File: config.mk
export PLATFORM = sky130hd
export DESIGN_NAME = aes_key_expand_128
export DESIGN_NICKNAME = d
export VERILOG_FILES = /design/src/rtl/aes_key_expand_128.sv
export SDC_FILE = /design/constraint.sdc
export NUM_CORES = 1
export LEC_CHECK = 0
export CORE_UTILIZATION = 30
export CTS_BUF_LIST = sky130_fd_sc_hd__clkbuf_4 sky130_fd_sc_hd__clkbuf_8 sky130_fd_sc_hd__clkbuf_16
export CTS_CLUSTER_DIAMETER = 50
export CTS_CLUSTER_SIZE = 16
export DETAILED_ROUTE_END_ITERATION = 10
export PLACE_DENSITY_LB_ADDON = 0.2
export SLEW_MARGIN = 25
export SYNTH_ARGS = -nofsm -noshare
export SYNTH_HDL_FRONTEND = slang
export SYNTH_HIERARCHICAL = 1
export SYNTH_SLANG_ARGS = --single-unit
File: constraint.sdc
create_clock -name clk -period 21.5 [get_ports clk]
set_input_delay 3.225 -clock clk [delete_from_list [all_inputs] [get_ports clk]]
set_output_delay 3.225 -clock clk [all_outputs]
set_load 0.03 [all_outputs]
File: src/rtl/aes_key_expand_128.sv
// Iterative AES-128 key schedule: one round key every five cycles,
// SubWord done byte-serially through a single combinational sbox.
module aes_key_expand_128 #(
    parameter int NR = 10
) (
    input  logic         clk,
    input  logic         rst,
    input  logic         start,
    input  logic [127:0] key_in,
    output logic         busy,
    output logic [127:0] round_key,
    output logic         round_key_valid,
    output logic [3:0]   round_idx,
    output logic         done
);

    typedef enum logic [1:0] {IDLE, LOAD, SUB, COMB} state_t;

    state_t        state;
    state_t        state_nx;
    logic [1:0]    k;
    logic [31:0]   temp;
    logic [7:0]    rcon;
    logic [7:0]    sbox_in;
    logic [7:0]    sbox_out;
    logic          load_key;
    logic          sub_step;
    logic          comb_step;
    logic          last_round;
    logic [31:0]   w0, w1, w2, w3;
    logic [31:0]   rot;
    logic [31:0]   t;
    logic [31:0]   w0n, w1n, w2n, w3n;

    assign w0 = round_key[127:96];
    assign w1 = round_key[95:64];
    assign w2 = round_key[63:32];
    assign w3 = round_key[31:0];
    assign rot = {w3[23:0], w3[31:24]};

    always_comb begin
        sbox_in = rot[31:24];
        case (k)
            2'd0: sbox_in = rot[31:24];
            2'd1: sbox_in = rot[23:16];
            2'd2: sbox_in = rot[15:8];
            2'd3: sbox_in = rot[7:0];
            default: sbox_in = rot[31:24];
        endcase
    end

    aes_sbox u_sbox (
        .sbox_in  (sbox_in),
        .sbox_out (sbox_out)
    );

    assign t   = temp ^ {rcon, 24'h000000};
    assign w0n = w0 ^ t;
    assign w1n = w1 ^ w0n;
    assign w2n = w2 ^ w1n;
    assign w3n = w3 ^ w2n;

    assign last_round = (round_idx == 4'(NR - 1));

    always_ff @(posedge clk or posedge rst) begin
        if (rst) state <= IDLE;
        else     state <= state_nx;
    end

    // The done cycle is already IDLE, but a start seen there is still ignored.
    always_comb begin
        state_nx  = state;
        load_key  = 1'b0;
        sub_step  = 1'b0;
        comb_step = 1'b0;
        unique case (state)
            IDLE: begin
                if (start && !done) begin
                    load_key = 1'b1;
                    state_nx = SUB;
                end
            end
            LOAD: state_nx = SUB;
            SUB: begin
                sub_step = 1'b1;
                if (k == 2'd3) state_nx = COMB;
            end
            COMB: begin
                comb_step = 1'b1;
                state_nx  = last_round ? IDLE : SUB;
            end
            default: state_nx = IDLE;
        endcase
    end

    always_ff @(posedge clk or posedge rst) begin
        if (rst) begin
            round_key       <= '0;
            round_key_valid <= 1'b0;
            round_idx       <= '0;
            busy            <= 1'b0;
            done            <= 1'b0;
            k               <= '0;
            temp            <= '0;
            rcon            <= 8'h01;
        end else begin
            round_key_valid <= 1'b0;
            done            <= 1'b0;
            if (done) busy <= 1'b0;
            if (load_key) begin
                round_key       <= key_in;
                round_idx       <= '0;
                rcon            <= 8'h01;
                k               <= '0;
                round_key_valid <= 1'b1;
                busy            <= 1'b1;
            end
            if (sub_step) begin
                case (k)
                    2'd0: temp[31:24] <= sbox_out;
                    2'd1: temp[23:16] <= sbox_out;
                    2'd2: temp[15:8]  <= sbox_out;
                    2'd3: temp[7:0]   <= sbox_out;
                    default: temp[31:24] <= sbox_out;
                endcase
                k <= k + 2'd1;
            end
            if (comb_step) begin
                round_key       <= {w0n, w1n, w2n, w3n};
                round_idx       <= round_idx + 4'd1;
                rcon            <= {rcon[6:0], 1'b0} ^ (rcon[7] ? 8'h1b : 8'h00);
                round_key_valid <= 1'b1;
                done            <= last_round;
            end
        end
    end

endmodule

// Byte sbox: multiplicative inverse in GF(2^8) as x^254, then the affine map.
module aes_sbox (
    input  logic [7:0] sbox_in,
    output logic [7:0] sbox_out
);

    function automatic logic [7:0] gf_mul(input logic [7:0] a, input logic [7:0] b);
        logic [7:0] p;
        logic [7:0] x;
        p = 8'h00;
        x = a;
        for (int i = 0; i < 8; i++) begin
            if (b[i]) p = p ^ x;
            x = {x[6:0], 1'b0} ^ (x[7] ? 8'h1b : 8'h00);
        end
        return p;
    endfunction

    logic [7:0] sq;
    logic [7:0] inv;

    // x^254 = x^2 * x^4 * ... * x^128; maps 0 to 0 as required.
    always_comb begin
        sq  = sbox_in;
        inv = 8'h01;
        for (int i = 1; i < 8; i++) begin
            sq  = gf_mul(sq, sq);
            inv = gf_mul(inv, sq);
        end
        sbox_out = inv
                 ^ {inv[6:0], inv[7]}
                 ^ {inv[5:0], inv[7:6]}
                 ^ {inv[4:0], inv[7:5]}
                 ^ {inv[3:0], inv[7:4]}
                 ^ 8'h63;
    end

endmodule

==> flow_summary.yaml <==
placement:
  numPortBuffers: 265
  post-dp-hpwl_mm: 64.2
  placed_area_um2: 28400
  place_congestion: 0.888
  pre_cts_slack_ns: 3.13
floorplan:
  rows: 104
  pin_count: 266
  dieArea_um2: 83400
  core-area_um2: 80900
  dieHeight_um: 289
  die_w_um: 289
  initial_core_util: 0.305
clock_network:
  cts_tree: "yes"
  cts_root_buf: "clkbuf_16"
  clk_latency_ns: 0.48
  clockBufferDepth: 2
  ctsResizeCount: 0
  clk_pin_slew_ns: 0.08
  htreeDepth: 4
  cts_setup_buffers: 0
  cts_buffers: 17
  cts_hold_buf: 0
  clock_sink_count: 179
setup_path:
  crit_start: "k[1]$_DFFE_PP0P_"
  crit_type: "reg -> reg"
  required_ns: 21.90
  crit_top_cell: "xnor3_1"
  critPathSlowestCell: "xnor3_1"
  critPathCaptureType: "register"
  r2r-start: "k[1]$_DFFE_PP0P_"
  cp_top_family: "XOR/XNOR gates"
  cp.buffers_inverters: 5
  cp_max_fo: 24
  max_stage_delay_ns: 0.84
  crit_arrival_ns: 19.09
  critPathLaunchType: "register"
layout:
  final_area_um2: 29000
  nFillCells: 8228
  final_nets: 3110
  area_growth_pct: 17.7
  drive_gt1_frac: 0.100
logic_synthesis:
  synth_edf_count: 0
  synth_ff_type: "dfrtp_1"
  synth_cell_types: 118
  async_reset_ff_frac: 1.00
  yosys_warnings: 6
  syn_area_um2: 24700
  syn_area_per_cell_um2: 8.80
  postSynthCellCount: 2802
  syn_nets: 2947
  synth_seq_cells: 179
  seq_area_frac_synth: 0.182
global_route:
  grt_usage: 0.209
  first_global_vias: 21297
  antenna_found_initial: 3
  gr-total-overflow: 0
  grt_max_degree: 105
  grt_pass1_wl_mm: 134
worst_hold_path:
  min_path_type: "reg -> reg"
  hp-start: "busy$_DFFE_PP0P_"
timing:
  grt_setup_unrepaired: "false"
  hold_viol: 0
  finalSetupViolations: 0
  fin_crit_sh: 0.869
  fin_ws_ns: 2.82
  tightest_slew_ns: 1.09
  skew_ns: 0.0195
  setup_tns_ns: 0
  period_minus_slack_ns: 18.68
  clock.fmax_mhz: 53.5
  drv_slew: 0
  max_slew_margin: 0.271
detailed_routing:
  drc: 0
  drt_iter0_drc: 1749
  vias_per_cell: 5.43
  drtAntennaViolNets: 0
  drtPass1Iterations: 7
  dr_total_vias: 21912
  wirelength_mm: 88.2
  route.detailed.wl_per_inst_um: 21.8
run:
  timing.max_cap.violations: 0
run_status:
  status: "finished clean"
## cell usage in the layout, fill, tap and decap left out, types with 33 or more instances in the layout
cell type | synthesis | final
dfrtp_1 | 178 | 178
xnor2_1 | 367 | 357
nor2_1 | 347 | 346
xnor3_1 | 121 | 121
buf_4 | 13 | 71
a21oi_1 | 101 | 101
or3_1 | 35 | 35
mux2_2 | 44 | 44
o21ai_0 | 72 | 72
a211oi_1 | 39 | 39
a221o_1 | 58 | 58
nor3_1 | 62 | 61
mux2i_1 | 66 | 65
a22oi_1 | 33 | 33
o211ai_1 | 35 | 35
clkdlybuf4s50_1 | 0 | 265
nand2_1 | 282 | 281
xor2_1 | 105 | 103
o21ai_1 | 44 | 44
nand3_1 | 88 | 88
xnor2_2 | 44 | 53
## path summary, 6_finish.rpt
| path | endpoint | slack (ns) | cells after the start |
|---|---|---|---|
| worst max-delay path | temp[0]$_DFFE_PP0P_ | 2.82 | 53 |
| worst min-delay path | busy$_DFFE_PP0P_ | 0.53 | 2 |
| worst max register to register | temp[0]$_DFFE_PP0P_ | 2.82 | 53 |
| worst min register to register | busy$_DFFE_PP0P_ | 0.53 | 2 |
| max in group asynchronous | round_key[71]$_DFFE_PP0P_ | 16.93 | 3 |
| min in group asynchronous | round_key[20]$_DFFE_PP0P_ | 3.32 | 2 |
## cell type report
type,count,area [µm²],share of cell area
tap,1060,1330,0.0457
inverter,36,143,0.00491
timing repair buffer,337,3200,0.110
sequential,179,4480,0.154
clock buffer,20,454,0.0156
clock inverter,12,166,0.00573
multi-input combinational,2394,19300,0.663
antenna,1,2.50,0.0000862
## cell usage after synthesis, drive strengths merged, types with 12 or more instances
cell type  number  area (µm²)
a211oi         39         293
a21o           14         105
a21oi         103         531
a221o          58         581
a221oi         13         126
a22oi          35         273
a31oi          17         113
and2           16         103
buf            93         538
clkbuf        100         375
dfrtp         178        4450
ha             14         175
inv            34         128
mux2           45         507
mux2i          68         706
nand2         283        1060
nand2b         24         150
nand3          88         440
nand4          15        93.8
nor2          353        1350
nor2b          22         140
nor3           65         347
nor3b          28         210
nor4           14         100
o211ai         36         275
o21ai         117         597
o22ai          28         181
o31ai          12        90.1
or3            35         219
xnor2         422        4230
xnor3         132        2990
xor2          121        1220
xor3           23         549
## logic make-up (layout without fill, tap and decap cells)
logic type                 Yosys count  count (layout)  synth area share
AOI/OAI and AO/OA                  580             580             0.169
xor gates and xnor gates           698             698             0.365
adders and majority gates           15              15           0.00751
buffers and inverters              229             405            0.0425
DFF                                179             179             0.182
muxes                              113             113            0.0492
other                                0               1                 0
and+or+nand+nor                    988             988             0.186
## state kept, by name, summed over array words and instances (netlist names)
name and flops:
temp 32, round_key_valid 1, round_idx 4, round_key 128
done 1, k 2, state 2, rcon 8
busy 1
## tightest hold or removal path, cell delays in order (launching register included)
cell and delay (ns):
dfrtp_1 0.38, inv_1 0.05, o21ai_0 0.06
## stage by stage
step / std cells / hold slack [ns] / utilization
after floorplan: 2802 / 0.481 / -
after global placement: 4006 / 0.508 / 0.351
after detailed placement: 4006 / 0.517 / 0.351
after CTS: 4038 / 0.531 / 0.358
after global routing: 4038 / 0.545 / 0.359
final: 4039 / 0.532 / 0.359
## layer usage
layer | vias to the layer above | GRT usage | share of wire
li1 | 10264 | - | -
met1 | 10838 | 0.287 | 0.46
met2 | 743 | 0.337 | 0.46
met3 | 65 | 0.0453 | 0.069
met4 | 2 | 0.0380 | 0.012
met5 | - | 0 | 0.00015
Power is not shown: default switching activity piles up to over one toggle a cycle in this logic, so the estimate is an artifact.
